## config.mk

```make
export PLATFORM = sky130hd
export DESIGN_NAME = s2mm_cmd_sequencer
export DESIGN_NICKNAME = d
export VERILOG_FILES = /design/src/rtl/s2mm_cmd_sequencer.sv
export SDC_FILE = /design/constraint.sdc
export NUM_CORES = 1
export LEC_CHECK = 0
export ABC_AREA = 1
export BUFFER_PORTS_ARGS = -buffer_cell sky130_fd_sc_hd__clkbuf_2
export CORE_MARGIN = 2
export CORE_UTILIZATION = 30
export DETAILED_ROUTE_END_ITERATION = 8
export GPL_ROUTABILITY_DRIVEN = 0
export GPL_TIMING_DRIVEN = 1
export HOLD_SLACK_MARGIN = 0.03
export PLACE_DENSITY = 0.54
export SLEW_MARGIN = 25
export SYNTH_ARGS = -nofsm -noshare
export SYNTH_HDL_FRONTEND = slang
export SYNTH_SLANG_ARGS = --single-unit
```

## constraint.sdc

```tcl
create_clock -name clk -period 7.4 [get_ports clk]
set_clock_uncertainty 0.1 [all_clocks]
set_input_delay 0.74 -clock clk [delete_from_list [all_inputs] [get_ports clk]]
set_output_delay 0.74 -clock clk [all_outputs]
set_load 0.01 [all_outputs]
```

## src/rtl/s2mm_cmd_sequencer.sv

```systemverilog
// rtl/s2mm_cmd_sequencer.sv - DataMover S2MM command sequencer; optional ring-buffer wrap via S2MM_SEQ_WRAP_EN
module s2mm_cmd_sequencer #(
    parameter int MAX_OUT = 2
) (
    input  logic        clk,
    input  logic        reset,
    input  logic        start,
    input  logic        stop,
    input  logic [31:0] base_addr,
    input  logic [31:0] region_bytes,
    input  logic [22:0] btt_bytes,
    output logic [71:0] cmd_tdata,
    output logic        cmd_tvalid,
    input  logic        cmd_tready,
    input  logic [7:0]  sts_tdata,
    input  logic        sts_tvalid,
    output logic        sts_tready,
    output logic        busy,
    output logic        done,
    output logic        err,
    output logic        cfg_err,
    output logic [3:0]  err_code,
    output logic [31:0] next_addr,
    output logic [31:0] cmds_issued,
    output logic [31:0] cmds_done,
    output logic [3:0]  outstanding
);

    typedef enum logic [2:0] {IDLE, ISSUE, DRAIN, DONE, HALT} state_t;

    localparam logic [3:0] MAX_OUT_L = 4'(MAX_OUT);

    state_t      state;
    logic [31:0] base_r;
    logic [31:0] region_r;
    logic [22:0] btt_r;
    logic [3:0]  tag;
    logic [3:0]  exp_tag;
    logic        stop_pend;

    logic        hs;
    logic        sts_seen;
    logic        sts_acc;
    logic        sts_bad;
    logic        past_end;
    logic        cfg_bad;
    logic        can_issue;
    logic        can_start;
    logic [32:0] cmd_end;
    logic [32:0] end_addr;

    // Command word is built from registers that only move on a handshake, so it is stable while valid
    assign cmd_tdata = {4'h0, tag, next_addr, 8'h00, 1'b1, btt_r};

    assign hs        = cmd_tvalid & cmd_tready;
    assign sts_seen  = sts_tvalid & sts_tready & (state != IDLE);
    assign sts_acc   = sts_seen & (outstanding != 4'd0);
    assign sts_bad   = ~sts_tdata[7] | (sts_tdata[6:4] != 3'b000) | (sts_tdata[3:0] != exp_tag);
    assign cmd_end   = {1'b0, next_addr} + {10'd0, btt_r};
    assign end_addr  = {1'b0, base_r} + {1'b0, region_r};
    assign past_end  = cmd_end > end_addr;
    assign cfg_bad   = (btt_bytes == 23'd0) | (btt_bytes[1:0] != 2'b00) |
                       (region_bytes < {9'd0, btt_bytes});
    assign can_issue = outstanding < MAX_OUT_L;
    assign can_start = (state == IDLE) | (state == DONE) | (state == HALT);

    // Sequencer FSM, command/status accounting and registered status outputs
    always_ff @(posedge clk or posedge reset) begin
        if (reset) begin
            state       <= IDLE;
            base_r      <= 32'd0;
            region_r    <= 32'd0;
            btt_r       <= 23'd0;
            tag         <= 4'd0;
            exp_tag     <= 4'd0;
            stop_pend   <= 1'b0;
            cmd_tvalid  <= 1'b0;
            sts_tready  <= 1'b0;
            busy        <= 1'b0;
            done        <= 1'b0;
            err         <= 1'b0;
            cfg_err     <= 1'b0;
            err_code    <= 4'd0;
            next_addr   <= 32'd0;
            cmds_issued <= 32'd0;
            cmds_done   <= 32'd0;
            outstanding <= 4'd0;
        end else begin
            sts_tready <= 1'b1;

            if (hs) begin
                cmd_tvalid  <= 1'b0;
                next_addr   <= cmd_end[31:0];
                tag         <= tag + 4'd1;
                cmds_issued <= cmds_issued + 32'd1;
            end
            if (sts_acc) begin
                cmds_done <= cmds_done + 32'd1;
                exp_tag   <= exp_tag + 4'd1;
            end
            // A simultaneous issue and completion cancel out
            case ({hs, sts_acc})
                2'b10:   outstanding <= outstanding + 4'd1;
                2'b01:   outstanding <= outstanding - 4'd1;
                default: outstanding <= outstanding;
            endcase

            case (state)
                ISSUE: begin
                    if (stop)
                        stop_pend <= 1'b1;
                    // Decisions are only taken while no command is on offer
                    if (!cmd_tvalid) begin
                        if (stop || stop_pend) begin
                            state <= DRAIN;
                        end else if (past_end) begin
`ifdef S2MM_SEQ_WRAP_EN
                            next_addr <= base_r;
`else
                            state <= DRAIN;
`endif
                        end else if (can_issue) begin
                            cmd_tvalid <= 1'b1;
                        end
                    end
                end
                DRAIN: begin
                    if (outstanding == 4'd0) begin
                        state <= DONE;
                        busy  <= 1'b0;
                        done  <= 1'b1;
                    end
                end
                default: ;
            endcase

            // Status faults abort the run; HALT keeps the first recorded fault
            if (sts_seen && state != HALT) begin
                if (outstanding == 4'd0) begin
                    err        <= 1'b1;
                    err_code   <= 4'hF;
                    state      <= HALT;
                    busy       <= 1'b0;
                    cmd_tvalid <= 1'b0;
                end else if (sts_bad) begin
                    err        <= 1'b1;
                    err_code   <= sts_tdata[7:4];
                    state      <= HALT;
                    busy       <= 1'b0;
                    cmd_tvalid <= 1'b0;
                end
            end

            if (start && can_start) begin
                base_r      <= base_addr;
                region_r    <= region_bytes;
                btt_r       <= btt_bytes;
                next_addr   <= base_addr;
                tag         <= 4'd0;
                exp_tag     <= 4'd0;
                stop_pend   <= 1'b0;
                cmd_tvalid  <= 1'b0;
                done        <= 1'b0;
                err         <= 1'b0;
                err_code    <= 4'd0;
                cmds_issued <= 32'd0;
                cmds_done   <= 32'd0;
                outstanding <= 4'd0;
                if (cfg_bad) begin
                    cfg_err <= 1'b1;
                    state   <= HALT;
                    busy    <= 1'b0;
                end else begin
                    cfg_err <= 1'b0;
                    state   <= ISSUE;
                    busy    <= 1'b1;
                end
            end
        end
    end

endmodule

```

==> results of run 1 <==
-- critical path, delay by kind of cell, from the launching register on --
family / cells / cell delay, ns
and+or+nand+nor: 19 / 2.08
adders and majority gates: 3 / 0.94
AOI/OAI and AO/OA: 2 / 0.48
DFF: 1 / 0.39
-- where the power goes --
part	switching [W]	internal, W	total, W
logic	0.00359	0.00197	0.00555
clock network	0.000529	0.000879	0.00141
registers	0.000457	0.00151	0.00196
total	0.00457	0.00435	0.00892
-- worst paths after layout --
path	endpoint	depth (start not counted)
hold reg to reg	err	2
setup / recovery	state[0]	24
hold / removal	next_addr[9]	2
setup reg to reg	state[0]	24
min in group clk	region_r[0]	3
max in group asynchronous	exp_tag[1]	3
-- metrics by stage --
| step | total power (W) | hold slack (ns) | std cells | setup WS [ns] | area (um2) |
|---|---|---|---|---|---|
| after floorplan | 0.00588 | 0.353 | 2046 | 0.851 | 14900 |
| after global routing | 0.00985 | 0.265 | 2951 | 2.94 | 17600 |
| after CTS | 0.00895 | 0.229 | 2950 | 3.34 | 17600 |
| final | 0.00892 | 0.221 | 2952 | 3.31 | 17600 |
| after detailed placement | 0.00748 | 0.371 | 2900 | 3.38 | 16600 |
| after global placement | 0.00742 | 0.369 | 2900 | 3.45 | 16600 |
-- cell usage in the layout (no fill, tap or decap), types with 12 or more instances in the layout --
master / n
o31ai_1: 12
conb_1: 14
dfrtp_1: 209
o21bai_1: 19
o21ai_0: 101
o22ai_1: 13
clkbuf_2: 269
nand4_1: 37
xor2_1: 49
inv_1: 222
nor3_1: 46
nand2_1: 591
ha_1: 117
a21oi_1: 117
clkbuf_16: 27
nor4_1: 19
nor2_1: 183
nand3_1: 88
xnor2_1: 24
-- routing by layer --
layer | GRT usage, % | part of all wire (%)
met4 | 5.43 | 2.5
met3 | 2.17 | 5.1
met2 | 32.4 | 47
met1 | 25.9 | 45
met5 | 0 | 0
-- state kept, by name, summed over array words and instances, names as in the netlist, 3 cells and up --
| register | count |
|---|---|
| region_r | 32 |
| outstanding | 4 |
| base_r | 32 |
| cmds_done | 32 |
| tag | 4 |
| err_code | 4 |
| cmds_issued | 32 |
| btt_r | 23 |
| next_addr | 32 |
| exp_tag | 4 |
| state | 3 |
-- logic make-up after synthesis --
group,after synthesis,synth area share [%]
flops,209,35.3
simple gates,1002,28.7
buf+inv,314,9.23
xor+xnor,73,4.32
fa+ha+maj,120,10.3
compound gates,314,12.1
other cells,2,0.0507
-- final cells by class --
| cell class | count | area share (%) |
|---|---|---|
| Clock inverter | 13 | 1.02 |
| Clock buffer | 37 | 4.45 |
| Inverter | 228 | 4.92 |
| Multi-Input combinational cell | 1523 | 47.0 |
| Antenna cell | 1 | 0.0142 |
| Tap cell | 664 | 4.72 |
| Timing Repair Buffer | 277 | 8.11 |
| Sequential cell | 209 | 29.7 |
==> metrics.md, run 1 <==
| Metric | Value |
|---|---|
| Status | `finished, final reports clean` |
| Nets | `2487` |
| Port Buffers | `269` |
| Area share of the largest cell type after synthesis | `35.3%` |
| Share of cells above drive strength 1 | `15.7%` |
| CP max-delay cell | `fa_1` |
| Most common cell in the netlist | `nand2_1` |
| Area grow syn2layout | `18.7%` |
| DR vias | `14.3k` |
| Ports | `283` |
| Die H | `226 um` |
| Slew Viols, Final | `0` |
| Final Core Density | `36.0%` |
| Antenna violations before repair | `1` |
| RSZ-0062 raised after global routing | `no` |
| Area leader, netlist | `dfrtp_1` |
| Main synth FF type | `dfrtp_1` |
| Fin crit share | `55.3%` |
| Slew HR | `34.1%` |
| LEAKAGE | `9.06 nW` |
| CP Launch Type | `flop` |
| WP data required | `7.73 ns` |
| Synth Cell Area | `14800 um2` |
| Clock tree from TritonCTS | `yes` |
| FF/Latch Area | `5230 um2` |
| Initial core utilization | `30.3%` |
| Synthesized instance count | `2034` |
| CTS H-tree lvls | `1` |
| Die width | `226 um` |
| Row count | `81` |
| EDFF count, synth | `0` |
| Crit path max fanout | `5` |
| Hold buffers post-CTS | `0` |
| Die area | `51200 um2` |
| VDD IR-drop max | `186 uV` |
| Tmin final | `4.09 ns` |
| Yosys cell types | `57` |
| Worst skew pair latency | `0.56 ns` |
| Setup tns final | `0 ns` |
| GRT Total Usage | `19.2%` |
| Fmax | `0.244 GHz` |
| Largest cells by area after synthesis | `dfrtp_1 35%, nand2_1 15%, ha_1 9.9%, inv_1 5.7%, nor2_1 4.7%` |
| CP arrival | `4.42 ns` |
| Area taken by multi-input logic gates | `8270 um2` |
| Type of destination of the critical path | `flop` |
| Remaining Overflow, GRT | `0` |
| Synth Area per Inst | `7.28 um2` |
| Asr flop ratio synth | `100%` |
| Hold/Removal Path Class | `input port to asynchronous set/reset pin` |
| Antenna-violating nets left | `0` |
| PwrDens | `507 nW/um2` |
| Vias in the first global route | `13.9k` |
| CP dominant cell by count | `nand2_1` |
| Critical Path Start | `btt_r[0]` |
| WS Path Type | `flop to flop` |
| Routed vias/inst | `4.83` |
| Post-DP HPWL | `38.8 mm` |
| First-pass GRT wire length | `77.0 mm` |
| Largest net degree at the start of global routing | `90` |
| Syn. warnings | `0` |
| Post_cts resized | `0` |
| CTS Buffer Depth | `3` |
| Clock Pin Slew Worst Setup and Hold Paths | `0.07 ns` |
| Number of max-cap violations | `0` |
| WL final | `49.6 mm` |
| Number of synthesized register bits | `209` |
| R2R Path Start | `btt_r[0]` |
| Final setup fails | `0` |
| Crit-path cells | `ha_1 -> fa_1 -> nand3_1 -> nand2_1 -> a21oi_2 -> o21ai_1 -> nand3_1 -> nand3_1 -> nand3_1 -> nor3_1 -> ha_1 -> nand2_1 -> nor2_1 -> nand4_1 -> nor2_1 -> nand4_1 -> nand3_1 -> nand2_1 -> nand2_1 -> nand2_1 -> nand2_1 -> nand2_1 -> nand2_1 -> nand2_1` |
| Slowest stage delay, CP | `0.41 ns` |
| CTS Root Buffer Type | `clkbuf_16` |
| CTS Buf Count | `27` |
| WL/cell | `16.8 um` |
| Final number of hold-violating endpoints | `0` |
| Filler cell count | `5287` |
| R2R setup slack | `3.31 ns` |
| Seq/Total Area, Yosys | `35.3%` |
| Core box area | `48800 um2` |
| First-pass iteration count of the detailed router | `5` |
| Slew @ Worst Pin | `0.988 ns` |
| Detailed Route Iter0 Violations | `920` |
| Synth cell count leaders | `592 x nand2_1, 223 x inv_1, 209 x dfrtp_1` |
| Post-CTS Setup Bufs | `0` |
| Clock Sinks | `209` |
| Remaining DRCs | `0` |
Note: power is estimated with default switching activity, not from simulation.
==> run 2: changes to the inputs <==
--- a/config.mk
+++ b/config.mk
@@ -5,7 +5,7 @@
 export SDC_FILE = /design/constraint.sdc
 export NUM_CORES = 1
 export LEC_CHECK = 0
-export ABC_AREA = 1
+export ABC_AREA = 0
 export BUFFER_PORTS_ARGS = -buffer_cell sky130_fd_sc_hd__clkbuf_2
 export CORE_MARGIN = 2
 export CORE_UTILIZATION = 30
@@ -13,7 +13,7 @@
 export GPL_ROUTABILITY_DRIVEN = 0
 export GPL_TIMING_DRIVEN = 1
 export HOLD_SLACK_MARGIN = 0.03
-export PLACE_DENSITY = 0.54
+export PLACE_DENSITY = 0.56
 export SLEW_MARGIN = 25
 export SYNTH_ARGS = -nofsm -noshare
 export SYNTH_HDL_FRONTEND = slang
==> constraint.sdc (replaced) <==
create_clock -name clk -period 3.7 [get_ports clk]
set_clock_uncertainty 0.1 [all_clocks]
set_input_delay 0.37 -clock clk [delete_from_list [all_inputs] [get_ports clk]]
set_output_delay 0.37 -clock clk [all_outputs]
set_load 0.01 [all_outputs]
==> metrics.md, run 2 <==
| Metric | Value |
|---|---|
| Fin cells | `2651` |
| Tmin final | `4.35 ns` |
| Crit path max fanout | `6` |
| Flop pwr share | `19.1%` |
| Routed vias/inst | `4.82` |
| Number of synthesized register bits | `209` |
| Fin worst setup slack | `-0.649 ns` |
| Clock tree from TritonCTS | `yes` |
| Share of cells above drive strength 1 | `28.1%` |
| VDD IR-drop max | `432 uV` |
| Post-DP HPWL | `33.7 mm` |
| Synth Area in Compound Gates | `13.8%` |
| Hold path cells | `3` |
| Remaining Overflow, GRT | `0` |
| Hold EP | `btt_r[12]` |
| CP arrival | `4.72 ns` |
| R2R setup slack | `-0.65 ns` |
| Psw | `0.00815 W` |
| Largest net degree at the start of global routing | `76` |
| Area leader, netlist | `dfrtp_1` |
| Adder-Cell Fraction of Synth Area | `11.4%` |
| Status | `finished, violations left` |
| Synth Area per Inst | `8.75 um2` |
| DR vias | `12.8k` |
| Finished layout cell area | `18600 um2` |
| Placed instance area | `16600 um2` |
| Port Buffers | `269` |
| Final number of hold-violating endpoints | `0` |
| CTS Buffer Depth | `3` |
| Row count | `77` |
| Internal power | `0.0107 W` |
| CTS Buf Count | `26` |
| R2R Path Start | `btt_r[0]` |
| Met2 Usage GRT | `30.7%` |
| Die area | `46400 um2` |
| WP data required | `4.07 ns` |
| Hold wc startpoint | `btt_bytes[12]` |
| Largest family of logic cells by synthesized area | `simple AND/OR/NAND/NOR gates` |
| R2R cell count | `18` |
| Detailed Route Iter0 Violations | `501` |
| RSZ-0062 raised after global routing | `yes` |
| Remaining DRCs | `0` |
| CP Launch Type | `flop` |
| Combinational power share | `66.6%` |
| Synth Cell Area | `13400 um2` |
| Post-synthesis simple-gate area fraction | `20.7%` |
| Ports | `283` |
| CTS Root Buffer Type | `clkbuf_16` |
| WL final | `44.2 mm` |
| Main synth FF type | `dfrtp_1` |
| Commonest non-fill, non-tap cells in the layout | `293 x nand2_1, 269 x clkbuf_2, 208 x dfrtp_1, 201 x buf_4, 122 x nor2_1` |
| WS Path Type | `flop to flop` |
| Met1 Usage GRT | `25.6%` |
| Hold/Removal Path Class | `input port to flop` |
| Nets | `2260` |
| First-pass iteration count of the detailed router | `5` |
| Die H | `215 um` |
| Hold_ws | `0.0530 ns` |
| Asr flop ratio synth | `100%` |
| Gr busiest metal | `met2` |
| PwrDens | `1010 nW/um2` |
| CTS H-tree lvls | `1` |
| GRT Total Usage | `18.9%` |
| Switching share of power | `43.3%` |
| Initial core utilization | `30.4%` |
| Commonest non-fill, non-tap cell in the layout | `nand2_1` |
| Most common cell in the netlist | `nand2_1` |
| Clk pwr share | `14.4%` |
| Violations in the final reports | `negative setup slack` |
| Final setup fails | `3` |
| Synthesized instance count | `1532` |
| Slew @ Worst Pin | `0.843 ns` |
| Synth Area in XOR/XNOR | `7.97%` |
| Synth cell count leaders | `295 x nand2_1, 209 x dfrtp_1, 124 x nor2_1` |
| Clock Sinks | `209` |
| Slew HR | `43.8%` |
| Mux cell area share after synthesis | `1.79%` |
| Fmax | `0.230 GHz` |
| Syn. warnings | `0` |
| LEAKAGE | `9.40 nW` |
| Slew Viols, Final | `0` |
| Seq/Total Area, Yosys | `39.0%` |
| EDFF count, synth | `0` |
| Largest cells by area after synthesis | `dfrtp_1 39%, ha_1 11%, nand2_1 8.3%, xor2_1 4.6%, nor2_1 3.5%` |
| Antenna-violating nets left | `0` |
| Clock Pin Slew Worst Setup and Hold Paths | `0.06 ns` |
| Area grow syn2layout | `39.1%` |
| Number of max-cap violations | `0` |
| Vias in the first global route | `12.9k` |
| Placed Cells | `2506` |
| WL/cell | `16.7 um` |
| First-pass GRT wire length | `70.7 mm` |
| Worst reg2reg path endpoint | `state[0]` |
| Area share of the largest cell type after synthesis | `39.0%` |
| Yosys cell types | `70` |
| Die width | `215 um` |
| Met3 Resource Use GR | `4.20%` |
| Type of destination of the critical path | `flop` |
| Core box area | `44100 um2` |
| Fin crit share | `118%` |
| Worst skew pair latency | `0.56 ns` |
| Antenna violations before repair | `6` |
-- run 2: cell count changes after synthesis, sizes merged, moves of 31 or more --
cell	change
a21oi	-31
nand3	-45
nor2	-67
inv	-173
nand2	-304
a21o	+32
-- run 2: power by group through the flow --
stage	Sequential (W)	Clock [W]	Combinational, W
3_3_place_gp	0.00359	0	0.0117
6_report	0.00359	0.00270	0.0125
5_1_grt	0.00368	0.00286	0.0139
4_1_cts	0.00359	0.00277	0.0123
2_1_floorplan	0.00367	0	0.00697
3_5_place_dp	0.00361	0	0.0118
-- run 2: final cells by class --
type / instances / area, um2
fillers: 4420 / 25500
multi-input cells: 1192 / 7830
flip-flops and latches: 209 / 5230
well taps: 592 / 741
diodes: 2 / 5.00
repair buffers: 555 / 3720
clock inverters: 9 / 155
clock buffers: 37 / 762
inverters: 55 / 210
-- run 2: worst max path at each step --
stage            startpoint  endpoint  slack (ns)  cells after the start
5_1_grt           base_r[1]  state[0]       -0.85                     20
2_1_floorplan  next_addr[0]  state[0]       -0.45                     20
6_report           btt_r[0]  state[0]       -0.65                     18
4_1_cts            btt_r[0]  state[0]       -0.63                     19
3_3_place_gp       btt_r[1]  state[0]       -0.78                     17
3_5_place_dp      base_r[0]  state[0]       -0.92                     20
-- run 2: what timing repair did --
item,4_1_cts,5_1_grt
setup buffers,8,6
hold buffers,83,0
resized for setup,25,11
endpoints found under the hold margin,124,0
endpoints found under the setup margin,3,3
pin swaps,21,7
-- run 2: through the flow --
stage	total power [W]	TNS [ns]	worst slack [ns]	util, %
finish	0.0188	-1.90	-0.649	42.3
global route	0.0204	-2.47	-0.848	42.3
CTS	0.0187	-1.83	-0.630	42.0
detailed placement	0.0155	-2.74	-0.924	37.6
global placement	0.0153	-2.29	-0.777	37.6
floorplan	0.0106	-1.29	-0.449	-
-- run 2: worst max-delay path, stage by stage (launching register included) --
cell	delay [ns]
dfrtp_1	0.41
ha_4	0.19
fa_2	0.38
a21oi_4	0.15
o21ai_2	0.08
a21oi_2	0.19
o21ai_2	0.11
a31o_4	0.25
a211o_1	0.30
and2_4	0.18
and4_1	0.19
ha_1	0.28
nand4_1	0.18
nor4_4	0.34
nand4_1	0.16
or4_4	0.48
nand3_2	0.10
a21oi_1	0.07
o22ai_1	0.11
-- run 2: layer usage --
layer  share of wire [%]  up-vias
met5                   0        -
met4                 2.6        0
met3                 5.9       70
met2                  45      313
met1                  46     6115
li1                    -     6275
-- run 2: cell families (layout without fill, tap and decap cells) --
kind of cell	count (synthesis)	after routing
other	2	16
AND/OR/NAND/NOR	618	618
buffers and inverters	143	656
XOR/XNOR	122	122
AO/OA/AOI/OAI	294	294
adder cells (fa/ha/maj)	120	120
flip-flops	209	209
multiplexers	24	24
